`config.mk`:
```
export PLATFORM = sky130hd
export DESIGN_NAME = input_debouncer
export DESIGN_NICKNAME = d
export VERILOG_FILES = /design/src/rtl/input_debouncer.sv
export SDC_FILE = /design/constraint.sdc
export NUM_CORES = 1
export LEC_CHECK = 0
export CELL_PAD_IN_SITES_DETAIL_PLACEMENT = 1
export CELL_PAD_IN_SITES_GLOBAL_PLACEMENT = 1
export CORE_MARGIN = 2
export CORE_UTILIZATION = 46
export DETAILED_ROUTE_END_ITERATION = 10
export GPL_ROUTABILITY_DRIVEN = 0
export MAX_ROUTING_LAYER = met4
export PLACE_DENSITY_LB_ADDON = 0.1
export SYNTH_ARGS = -nofsm -noshare
export SYNTH_HDL_FRONTEND = slang
export SYNTH_SLANG_ARGS = --single-unit
export TNS_END_PERCENT = 100
```
`constraint.sdc`:
```
create_clock -name clock -period 1.9 [get_ports clock]
set_clock_uncertainty 0.1 [all_clocks]
set_input_delay 0.285 -clock clock [delete_from_list [all_inputs] [get_ports clock]]
set_output_delay 0.285 -clock clock [all_outputs]
set_load 0.005 [all_outputs]
```
`src/rtl/input_debouncer.sv`:
```
// Per-channel 2-FF synchroniser and stability-count debouncer with registered clean level and rise/fall pulses.
// Define DEBOUNCE_GLITCH_CNT_EN to add a saturating 8-bit count of aborted transitions (glitch_count).
module input_debouncer #(
   parameter int NUM_CH          = 3,
   parameter int DEBOUNCE_CYCLES = 16
) (
   input  logic              clock,
   input  logic              reset,
   input  logic [NUM_CH-1:0] raw_in,
   output logic [NUM_CH-1:0] clean_out,
   output logic [NUM_CH-1:0] rise_pulse,
   output logic [NUM_CH-1:0] fall_pulse
`ifdef DEBOUNCE_GLITCH_CNT_EN
   ,
   output logic [7:0]        glitch_count
`endif
);

   localparam int CNT_W = $clog2(DEBOUNCE_CYCLES);
   localparam logic [CNT_W-1:0] CNT_MAX = CNT_W'(DEBOUNCE_CYCLES - 1);

   logic [NUM_CH-1:0] sync1;
   logic [NUM_CH-1:0] sync2;
`ifdef DEBOUNCE_GLITCH_CNT_EN
   logic [NUM_CH-1:0] abort;
`endif

   always_ff @(posedge clock or posedge reset) begin
      if (reset) begin
         sync1 <= '0;
         sync2 <= '0;
      end else begin
         sync1 <= raw_in;
         sync2 <= sync1;
      end
   end

   for (genvar i = 0; i < NUM_CH; i++) begin : g_ch
      logic [CNT_W-1:0] cnt;
      logic             clean_q;
      logic             rise_q;
      logic             fall_q;
      logic             mismatch;

      assign mismatch = sync2[i] ^ clean_q;

      // The counter only advances while the input disagrees; any agreeing cycle discards the run.
      always_ff @(posedge clock or posedge reset) begin
         if (reset) begin
            cnt     <= '0;
            clean_q <= 1'b0;
            rise_q  <= 1'b0;
            fall_q  <= 1'b0;
         end else begin
            rise_q <= 1'b0;
            fall_q <= 1'b0;
            if (!mismatch) begin
               cnt <= '0;
            end else if (cnt == CNT_MAX) begin
               cnt     <= '0;
               clean_q <= sync2[i];
               rise_q  <= sync2[i];
               fall_q  <= ~sync2[i];
            end else begin
               cnt <= cnt + 1'b1;
            end
         end
      end

      assign clean_out[i]  = clean_q;
      assign rise_pulse[i] = rise_q;
      assign fall_pulse[i] = fall_q;
`ifdef DEBOUNCE_GLITCH_CNT_EN
      assign abort[i] = (cnt != '0) && !mismatch;
`endif
   end

`ifdef DEBOUNCE_GLITCH_CNT_EN
   always_ff @(posedge clock or posedge reset) begin
      if (reset) begin
         glitch_count <= 8'd0;
      end else if ((|abort) && (glitch_count != 8'hFF)) begin
         glitch_count <= glitch_count + 8'd1;
      end
   end
`endif

endmodule

```
==> Flow_metrics.wiki, run 1 <==
{| class="wikitable"
! Metric !! Value
|-
| Detailed Route Iter0 Violations || 4
|-
| Endpoints failing hold || 0
|-
| Post-detailed-route via-to-cell ratio || 4.95
|-
| Final design utilization || 55.2%
|-
| GR Layer Usage met3 || 3.39%
|-
| Net Switching || 206 µW
|-
| Maximum clock frequency || ~600 MHz
|-
| Synthesized area divided by synthesized cell count || 13.4 µm²
|-
| Post-CTS Hold Buffers || 0
|-
| Maximum clock path buffer count || 2
|-
| Synthesis-stage register bit count || 27
|-
| Core area || 0.00223 mm²
|-
| Static leakage power || 0.530 nW
|-
| Worst-path clk slew || approximately 130 ps
|-
| Combinational Power Share || roughly 6.6%
|-
| Number of diodes || 0
|-
| Transition time at the pin with the least slew margin || 448 ps
|-
| Global-route met1 utilization || 19.1%
|-
| Clk_lat worst skew || just over 300 ps
|-
| Die outline width || 53.0 µm
|-
| Share of the yosys chip area belonging to registers || 61.3%
|-
| Floorplan die area || approximately 0.0028 mm²
|-
| Most utilized layer in the global route result || met2
|-
| Maximum number of pins on one net before global-route repair || 28
|-
| H-Tree Level Count || 1
|-
| Met2 layer usage reported by global route || 22.1%
|-
| Data required time at the worst endpoint || 1510 ps
|-
| Number of gates resized after cts || 0
|-
| Kind of start point of the critical path || register
|-
| Aggregate global-route resource usage || between 10% and 20%
|-
| Layout area overhead || 11.9%
|-
| Synth warnings || 0
|-
| Standard-cell row count || 17
|-
| Count of antenna-violating nets left after detailed routing || 0
|-
| Final setup margin || 225 ps
|-
| Wire length after detailed routing || 1650 µm
|-
| Largest driver fanout on the critical path || 5
|-
| Relative contribution of the clock network to total power || around 26%
|-
| Global-route wire length before repair || 2820 µm
|-
| Number of clock sinks || 27
|-
| Run status || completed
|-
| Highest-count cells in the layout ignoring fill and taps || sky130_fd_sc_hd__dfrtp_1, sky130_fd_sc_hd__clkdlybuf4s50_1, sky130_fd_sc_hd__nor3b_1
|-
| Antenna violations before repair || 0
|-
| Number of buffers added on ports || 13
|-
| Count of final max-slew check failures || 0
|-
| Global route overflow || 0
|-
| Critical-path cell with the highest stage delay || sky130_fd_sc_hd__clkdlybuf4s50_1
|-
| Number of setup violations in the final report || 0
|-
| Starting Density || 49.4%
|-
| Switching power share of the total || 22.5%
|-
| CP Capture Type || primary output
|-
| Worst slew slack as a fraction of its limit || 69.9%
|-
| Total Negative Setup Slacks || 0 ps
|-
| First-pass iteration count of the detailed router || 2
|-
| Number of buffers created by CTS || 3
|-
| Number of filler cells placed in the layout || 233
|-
| Gate count of the mapped netlist || between 80 and 90
|-
| Routed vias || 589
|-
| Fraction of final layout cells with drive strength greater than 1 || a little over an eighth
|-
| Number of violations of the max-capacitance limit || 0
|-
| Detailed placement HPWL || approximately 1100 µm
|-
| Number of buffers and inverters on the critical path || 1
|-
| Clock tree root driver cell || sky130_fd_sc_hd__clkbuf_4
|-
| Hold crit path type || input port to async pin
|-
| Family of cells with the greatest summed delay on the critical path || buffers and inverters
|-
| Min cycle time layout || 1670 ps
|-
| Mapped Area || ~0.0011 mm²
|-
| Unique masters post-synth || 14
|-
| Via count of the first global-routing pass || 623
|-
| Worst slack at placement || 580 ps
|-
| Share of the clock period used by the worst path after layout || 88.1%
|-
| Most common library cell in the layout ignoring fill and taps || sky130_fd_sc_hd__dfrtp_1
|-
| VDD IR-drop max || 600 µV
|-
| RSZ-0062 raised after global routing || no
|-
| # Post-CTS Setup Buffers || 0
|-
| Fin nets || 100
|-
| Crit path kind || register to primary output
|-
| Sequential power share || 67.6%
|-
| Cell chain of the critical path || clkdlybuf4s50_1
|-
| Die Y-Extent || about 53 µm
|-
| Worst path arrival time || 1290 ps
|-
| Total I/O pin count || 14
|-
| Routed length per placed instance || 13.8 µm
|-
| CTS tree || built
|-
| Post-synth net total || 90
|-
| Delay of the slowest cell on the worst path || 530 ps
|-
| Power Internal || 709 µW
|-
| DR DRC count || 0
|-
| PwrDens || between 700 and 800 mW/mm²
|}
layout make-up:
class	count	area (µm²)	area share, %
Sequential cell	27	676	54.8
Multi-Input combinational cell	42	344	27.9
Timing Repair Buffer	14	138	11.2
Tap cell	28	35.0	2.84
Clock buffer	4	26.3	2.13
Inverter	4	15.0	1.22
Yosys cell counts (all sizes together):
master	number	area, µm²
nor2	3	11.3
nor2b	3	18.8
o21ai	3	15.0
xnor2	6	52.6
dfrtp	27	676
a21oi	6	30.0
inv	4	15.0
buf	9	67.6
nor3b	9	77.6
ha	3	37.5
mux2	3	45.0
nand4b	3	26.3
nand3	3	30.0
routing by layer:
metal / vias up / share of wire (%)
met1: 290 / 48
met5: - / 0
met2: 13 / 47
met3: 2 / 3.3
li1: 284 / -
met4: 0 / 1.5
power by group through the flow:
stage          combinational [mW]  clock [mW]  sequential [mW]
3_3_place_gp               0.0609           0            0.628
4_1_cts                    0.0630       0.248            0.619
5_1_grt                    0.0717       0.275            0.622
2_1_floorplan              0.0425           0            0.624
3_5_place_dp               0.0617           0            0.629
6_report                   0.0604       0.236            0.618
through the flow:
stage / cells / instance area, µm² / hold WS (ps) / power, mW
5_1_grt: 119 / 1230 / 237 / 0.969
4_1_cts: 119 / 1230 / 223 / 0.929
3_3_place_gp: 115 / 1210 / 232 / 0.689
2_1_floorplan: 82 / 1100 / 216 / 0.666
3_5_place_dp: 115 / 1210 / 236 / 0.691
6_report: 119 / 1230 / 213 / 0.915
registers in the layout, summed over array words and instances, names as in the netlist:
signal        cells
sync1             3
sync2             3
g_ch.cnt         12
g_ch.rise_q       3
g_ch.fall_q       3
g_ch.clean_q      3
worst paths after layout:
kind	startpoint	end	slack, ps	depth (start not counted)
max in group asynchronous	reset	g_ch[0].rise_q	1240	3
hold reg to reg	sync1[2]	sync2[2]	260	0
setup / recovery	g_ch[1].clean_q	clean_out[1]	230	1
min in group clock	sync1[2]	sync2[2]	260	0
setup reg to reg	g_ch[1].cnt[0]	g_ch[1].clean_q	560	3
hold / removal	reset	g_ch[0].clean_q	210	3
cells by family after synthesis:
group                    after synthesis  synth area share [%]
XOR/XNOR                               6                  4.77
buffers and inverters                 13                  7.49
flip-flops                            27                  61.3
adder cells (fa/ha/maj)                3                  3.41
AO/OA/AOI/OAI                          9                  4.09
multiplexers                           3                  4.09
AND/OR/NAND/NOR                       21                  14.9
No activity file was read; power rests on OpenSTA's default activity.
==> run 2: changes to the inputs <==
--- a/config.mk
+++ b/config.mk
@@ -7,12 +7,14 @@
 export LEC_CHECK = 0
 export CELL_PAD_IN_SITES_DETAIL_PLACEMENT = 1
 export CELL_PAD_IN_SITES_GLOBAL_PLACEMENT = 1
+export CORE_ASPECT_RATIO = 0.75
 export CORE_MARGIN = 2
 export CORE_UTILIZATION = 46
 export DETAILED_ROUTE_END_ITERATION = 10
 export GPL_ROUTABILITY_DRIVEN = 0
 export MAX_ROUTING_LAYER = met4
 export PLACE_DENSITY_LB_ADDON = 0.1
+export RECOVER_POWER = 25
 export SYNTH_ARGS = -nofsm -noshare
 export SYNTH_HDL_FRONTEND = slang
 export SYNTH_SLANG_ARGS = --single-unit
==> run 2 against run 1 <==
Combinational power fell by 2%. Die area is 0.16% higher. Worst setup slack lost 49 ps. Hold slack better by 43 ps. Power rose by 0.24%. Critical path type unchanged. Clock power is 2% higher. Flip-flop and latch count is the same. Final cell count grew 5.0%. Utilization decreased by 1.1 points.
==> Flow_metrics.wiki, run 2 (synthesis gave the netlist of run 1 again) <==
{| class="wikitable"
! Metric !! Value
|-
| Static leakage power || ~0.53 nW
|-
| Routed vias || 596
|-
| End point of the critical path || clean_out[1]
|-
| Worst hold slack after final layout || 257 ps
|-
| Antenna violations before repair || 0
|-
| Critical-path cell with the highest stage delay || sky130_fd_sc_hd__clkdlybuf4s50_1
|-
| Wire length after detailed routing || 1690 µm
|-
| Hold crit path type || register to register
|-
| Routed length per placed instance || roughly 13 µm
|-
| Number of filler cells placed in the layout || 243
|-
| Worst-path clk slew || 140 ps
|-
| Count of final max-slew check failures || 0
|-
| Kind of start point of the critical path || register
|-
| Sequential cell area || slightly below 700 µm²
|-
| Worst slew slack as a fraction of its limit || 8.72%
|-
| Worst R2R Setup Slack || 560 ps
|-
| RSZ-0062 raised after global routing || no
|-
| Endpoint of the worst register-to-register path || g_ch[1].clean_q
|-
| Worst path arrival time || 1340 ps
|-
| Number of setup violations in the final report || 0
|-
| Crit path kind || register to primary output
|-
| Run status || completed
|-
| Number of buffers added on ports || 13
|-
| DR DRC count || 0
|-
| CTS tree || built
|-
| Reg-to-reg critical path startpoint || g_ch[1].cnt[0]
|-
| Final Total Pwr || around 920 µW
|-
| Layout area overhead || 12.4%
|-
| Number of buffers and inverters on the critical path || 1
|-
| Number of diodes || 0
|-
| Transition time at the pin with the least slew margin || 1370 ps
|-
| First-pass iteration count of the detailed router || 4
|-
| Count of antenna-violating nets left after detailed routing || 0
|-
| Delay of the slowest cell on the worst path || 550 ps
|-
| Number of clock sinks || 27
|-
| Min cycle time layout || 1720 ps
|-
| Core area || 0.00229 mm²
|-
| Number of flip-flops in the largest register || 12
|-
| Number of gates resized after cts || 0
|-
| Floorplan die area || 0.00281 mm²
|-
| Final setup margin || 176 ps
|-
| Family of cells with the greatest summed delay on the critical path || buffers and inverters
|-
| Total I/O pin count || 14
|-
| Total Negative Setup Slacks || 0 ps
|-
| PwrDens || 740 mW/mm²
|-
| Maximum clock path buffer count || 2
|-
| Cell chain of the critical path || clkdlybuf4s50_1
|-
| Aggregate global-route resource usage || 15.0%
|-
| Post-CTS Hold Buffers || 0
|-
| Global-route wire length before repair || 2820 µm
|-
| Worst slack at placement || 553 ps
|-
| Post-detailed-route via-to-cell ratio || 4.77
|-
| Biggest register || g_ch.cnt
|-
| Die outline width || 60.5 µm
|-
| Largest driver fanout on the critical path || 5
|-
| VDD IR-drop max || 448 µV
|-
| Data required time at the worst endpoint || 1510 ps
|-
| H-Tree Level Count || 1
|-
| Most common library cell in the layout ignoring fill and taps || sky130_fd_sc_hd__dfrtp_1
|-
| Standard-cell row count || 15
|-
| Depth of the most critical reg-to-reg path || 3
|-
| Clock tree root driver cell || sky130_fd_sc_hd__clkbuf_4
|-
| Fin nets || 100
|-
| Maximum number of pins on one net before global-route repair || 28
|-
| Share of the clock period used by the worst path after layout || slightly above 90%
|-
| Clk_lat worst skew || 320 ps
|-
| Stages on worst setup path || 1
|-
| Critical Path Source || g_ch[1].clean_q
|-
| Starting Density || 48.1%
|-
| Maximum clock frequency || between 500 and 600 MHz
|-
| Global route overflow || 0
|-
| # Post-CTS Setup Buffers || 0
|-
| Highest-count cells in the layout ignoring fill and taps || sky130_fd_sc_hd__dfrtp_1, sky130_fd_sc_hd__clkdlybuf4s50_1, sky130_fd_sc_hd__nor3b_1
|-
| Number of buffers created by CTS || 3
|-
| Detailed Route Iter0 Violations || 28
|-
| Endpoints failing hold || 0
|-
| Die Y-Extent || 46.4 µm
|-
| CP Capture Type || primary output
|-
| Fraction of final layout cells with drive strength greater than 1 || a little over an eighth
|-
| Detailed placement HPWL || 1240 µm
|-
| Via count of the first global-routing pass || 596
|-
| Total area of multi-input combinational cells || 344 µm²
|-
| Hold Startpoint || sync1[1]
|-
| Number of violations of the max-capacitance limit || 0
|}
[run 2: cell types whose count changed in the layout (fill, tap and decap cells not counted), sizes merged]
cell	change
dlygate4sd3	+3
clkdlybuf4s50	-3
buf	-1
clkinv	+1
[run 2: per-stage QoR]
stage	util [%]	instances	area, µm²
final	54.1	125	1240
after global routing	54.1	125	1240
after CTS	54.3	125	1240
after detailed placement	53.1	121	1210
after global placement	53.1	121	1210
after floorplan	-	82	1100
[run 2: worst min-delay path by stage]
stage,endpoint,slack [ps],depth (start not counted)
after floorplan,sync1[0],220,0
after global placement,sync2[1],230,0
after detailed placement,sync2[2],240,0
after CTS,sync2[2],200,3
after global routing,sync2[1],260,0
final,sync2[1],260,0
[run 2: where the power goes]
group | total (mW) | switching, mW | leakage [nW] | internal (mW)
combinational | 0.0592 | 0.0302 | 0.157 | 0.0290
sequential | 0.618 | 0.0218 | 0.356 | 0.596
clock | 0.240 | 0.161 | 0.0177 | 0.0788
total | 0.917 | 0.213 | 0.530 | 0.704
[run 2: cell type report]
class / count / area share [%]
sequential: 27 / 54.5
clock buffer: 3 / 1.82
multi-input combinational: 42 / 27.8
inverter: 4 / 1.21
clock inverter: 1 / 0.404
tap: 34 / 3.43
timing repair buffer: 14 / 10.8
[run 2: worst reg2reg max path: cells and delay by family (launching register included)]
kind,cells,cell delay (ps)
adder cells (fa/ha/maj),1,270
multiplexers,1,300
AND/OR/NAND/NOR,1,120
flip-flops,1,450
[run 2: routing by layer]
metal,track usage [%],up-vias,share of wire (%)
met5,-,-,0
met4,2.61,0,0
met3,5.90,0,4.3
met2,23.7,12,48
met1,18.8,295,48
li1,-,289,-
==> run 3: changes to the inputs <==
--- a/config.mk
+++ b/config.mk
@@ -8,7 +8,7 @@
 export CELL_PAD_IN_SITES_DETAIL_PLACEMENT = 1
 export CELL_PAD_IN_SITES_GLOBAL_PLACEMENT = 1
 export CORE_ASPECT_RATIO = 0.75
-export CORE_MARGIN = 2
+export CORE_MARGIN = 4
 export CORE_UTILIZATION = 46
 export DETAILED_ROUTE_END_ITERATION = 10
 export GPL_ROUTABILITY_DRIVEN = 0
==> run 3 against run 2 <==
First-iteration DRC count shrank 71%. Largest cell class unchanged. Critical path depth is the same. Clock power is essentially flat. Hold slack gained 11 ps. Power is essentially flat. Global-route usage shrank 2.7 points. Sequential power is essentially flat. Utilization grew 0.055 points. Register-to-register slack is essentially flat. Largest power group unchanged. Final cell count is the same. Non-clock buffer count is the same. Via count grew 0.67%. Highest routed layer is now met4.
==> Flow_metrics.wiki, run 3 (synthesis gave the netlist of run 1 again) <==
{| class="wikitable"
! Metric !! Value
|-
| Via count of the first global-routing pass || 648
|-
| Data required time at the worst endpoint || about 1500 ps
|-
| Starting Density || about half
|-
| Count of final max-slew check failures || 0
|-
| Die outline width || 64.5 µm
|-
| Number of gates resized after cts || 0
|-
| Number of flip-flops in the largest register || 12
|-
| Number of buffers and inverters on the critical path || 1
|-
| Hold crit path type || register to register
|-
| Post-Layout Cell Count || 125
|-
| Area after detailed placement || 0.00121 mm²
|-
| Clk_lat worst skew || approximately 320 ps
|-
| Critical Path Source || g_ch[2].clean_q
|-
| Wire length after detailed routing || 1670 µm
|-
| Post-CTS Hold Buffers || 0
|-
| Sequential power share || 67.5%
|-
| Endpoint of the worst register-to-register path || g_ch[0].clean_q
|-
| Post-detailed-route via-to-cell ratio || 4.80
|-
| Worst-path clk slew || roughly 140 ps
|-
| Antenna violations before repair || 0
|-
| Kind of start point of the critical path || register
|-
| Most common library cell in the layout ignoring fill and taps || sky130_fd_sc_hd__dfrtp_1
|-
| Static leakage power || 0.534 nW
|-
| Number of violations of the max-capacitance limit || 0
|-
| Combinational Power Share || 6.3%
|-
| CTS tree || built
|-
| DR DRC count || 0
|-
| Net Switching || between 200 and 250 µW
|-
| Largest driver fanout on the critical path || 5
|-
| Global-route wire length before repair || a little under 3000 µm
|-
| Core area || roughly 0.0023 mm²
|-
| Min cycle time layout || 1690 ps
|-
| Final non-filler cell area || 0.00124 mm²
|-
| Worst R2R Setup Slack || roughly 550 ps
|-
| Worst slew slack as a fraction of its limit || 58.0%
|-
| Number of buffers added on ports || 13
|-
| Detailed placement HPWL || 1230 µm
|-
| Die Y-Extent || between 50 and 60 µm
|-
| Aggregate global-route resource usage || 12.3%
|-
| Placed cell count || ~120
|-
| Stages on worst setup path || 1
|-
| Family of cells with the greatest summed delay on the critical path || buffers and inverters
|-
| Routed vias || 600
|-
| Maximum number of pins on one net before global-route repair || 28
|-
| Routed length per placed instance || about 13 µm
|-
| Cell chain of the critical path || clkdlybuf4s50_1
|-
| Critical-path cell with the highest stage delay || sky130_fd_sc_hd__clkdlybuf4s50_1
|-
| H-Tree Level Count || 1
|-
| Clock tree root driver cell || sky130_fd_sc_hd__clkbuf_4
|-
| Power Internal || between 700 and 800 µW
|-
| Maximum clock path buffer count || 2
|-
| RSZ-0062 raised after global routing || no
|-
| End point of the critical path || clean_out[2]
|-
| Relative contribution of the clock network to total power || 26.2%
|-
| VDD IR-drop max || 543 µV
|-
| Total I/O pin count || 14
|-
| Share of the clock period used by the worst path after layout || 88.9%
|-
| Endpoints failing hold || 0
|-
| Worst slack at placement || roughly 570 ps
|-
| Switching power share of the total || 23.2%
|-
| Number of buffers created by CTS || 3
|-
| Reg-to-reg critical path startpoint || g_ch[0].cnt[0]
|-
| Transition time at the pin with the least slew margin || around 630 ps
|-
| Maximum clock frequency || between 500 and 600 MHz
|-
| Hold Startpoint || sync1[2]
|-
| Worst path arrival time || 1300 ps
|-
| CP Capture Type || primary output
|-
| Global route overflow || 0
|-
| Number of clock sinks || 27
|-
| Worst hold slack after final layout || around 270 ps
|-
| Standard-cell row count || 15
|-
| Depth of the most critical reg-to-reg path || 3
|-
| First-pass iteration count of the detailed router || 2
|-
| Fin nets || 100
|-
| Number of filler cells placed in the layout || 235
|-
| Highest-count cells in the layout ignoring fill and taps || sky130_fd_sc_hd__dfrtp_1, sky130_fd_sc_hd__clkdlybuf4s50_1, sky130_fd_sc_hd__nor3b_1
|-
| Number of setup violations in the final report || 0
|-
| Fraction of final layout cells with drive strength greater than 1 || 14.3%
|-
| Total Negative Setup Slacks || 0 ps
|-
| # Post-CTS Setup Buffers || 0
|-
| Delay of the slowest cell on the worst path || 530 ps
|-
| Crit path kind || register to primary output
|-
| Layout area overhead || 12.5%
|-
| Number of diodes || 0
|-
| Final setup margin || around 210 ps
|-
| Detailed Route Iter0 Violations || 8
|-
| Biggest register || g_ch.cnt
|-
| PwrDens || 739 mW/mm²
|-
| Floorplan die area || 0.00325 mm²
|-
| Count of antenna-violating nets left after detailed routing || 0
|-
| Run status || completed
|}
-- run 3: cell count changes in the layout (fill, tap and decap cells not counted) --
cell	change
sky130_fd_sc_hd__clkdlybuf4s50_1	-1
sky130_fd_sc_hd__dlygate4sd3_1	+1
sky130_fd_sc_hd__clkbuf_1	-1
sky130_fd_sc_hd__clkbuf_2	+1
-- run 3: layout make-up --
type / count / area [µm²] / area share [%]
inverters: 4 / 15.0 / 1.21
multi-input cells: 42 / 344 / 27.7
clock inverters: 1 / 5.00 / 0.404
repair buffers: 14 / 135 / 10.9
clock buffers: 3 / 22.5 / 1.82
well taps: 34 / 42.5 / 3.43
flip-flops and latches: 27 / 676 / 54.5
-- run 3: worst reg2reg max path: stages, from the launching register on --
cell	delay, ps
sky130_fd_sc_hd__dfrtp_1	450
sky130_fd_sc_hd__ha_1	280
sky130_fd_sc_hd__nand3_2	130
sky130_fd_sc_hd__mux2_4	300
-- run 3: how the worst min path moves through the flow --
stage                                end  slack, ps  depth (start not counted)
after floorplan                 sync1[0]        220                          0
after global placement          sync2[2]        230                          0
after detailed placement        sync2[2]        240                          0
after CTS                 g_ch[0].fall_q        210                          3
after global routing            sync2[2]        280                          0
final                           sync2[2]        270                          0
-- run 3: per-layer routing --
metal	up-vias	share of wire, %	global-route usage (%)
met5	-	0	-
met4	0	0.96	3.16
met3	2	3.7	4.70
met2	9	50	20.5
met1	302	46	14.1
li1	287	-	-
-- run 3: power by group through the flow --
stage / sequential [mW] / clock, mW / combinational, mW
2_1_floorplan: 0.624 / 0 / 0.0425
3_5_place_dp: 0.630 / 0 / 0.0620
6_report: 0.619 / 0.240 / 0.0578
4_1_cts: 0.619 / 0.254 / 0.0627
5_1_grt: 0.623 / 0.287 / 0.0685
3_3_place_gp: 0.628 / 0 / 0.0604
-- run 3: through the flow --
step	util (%)	power [mW]
finish	54.2	0.917
global route	54.2	0.979
CTS	54.3	0.936
detailed placement	53.1	0.692
global placement	53.1	0.688
floorplan	-	0.666
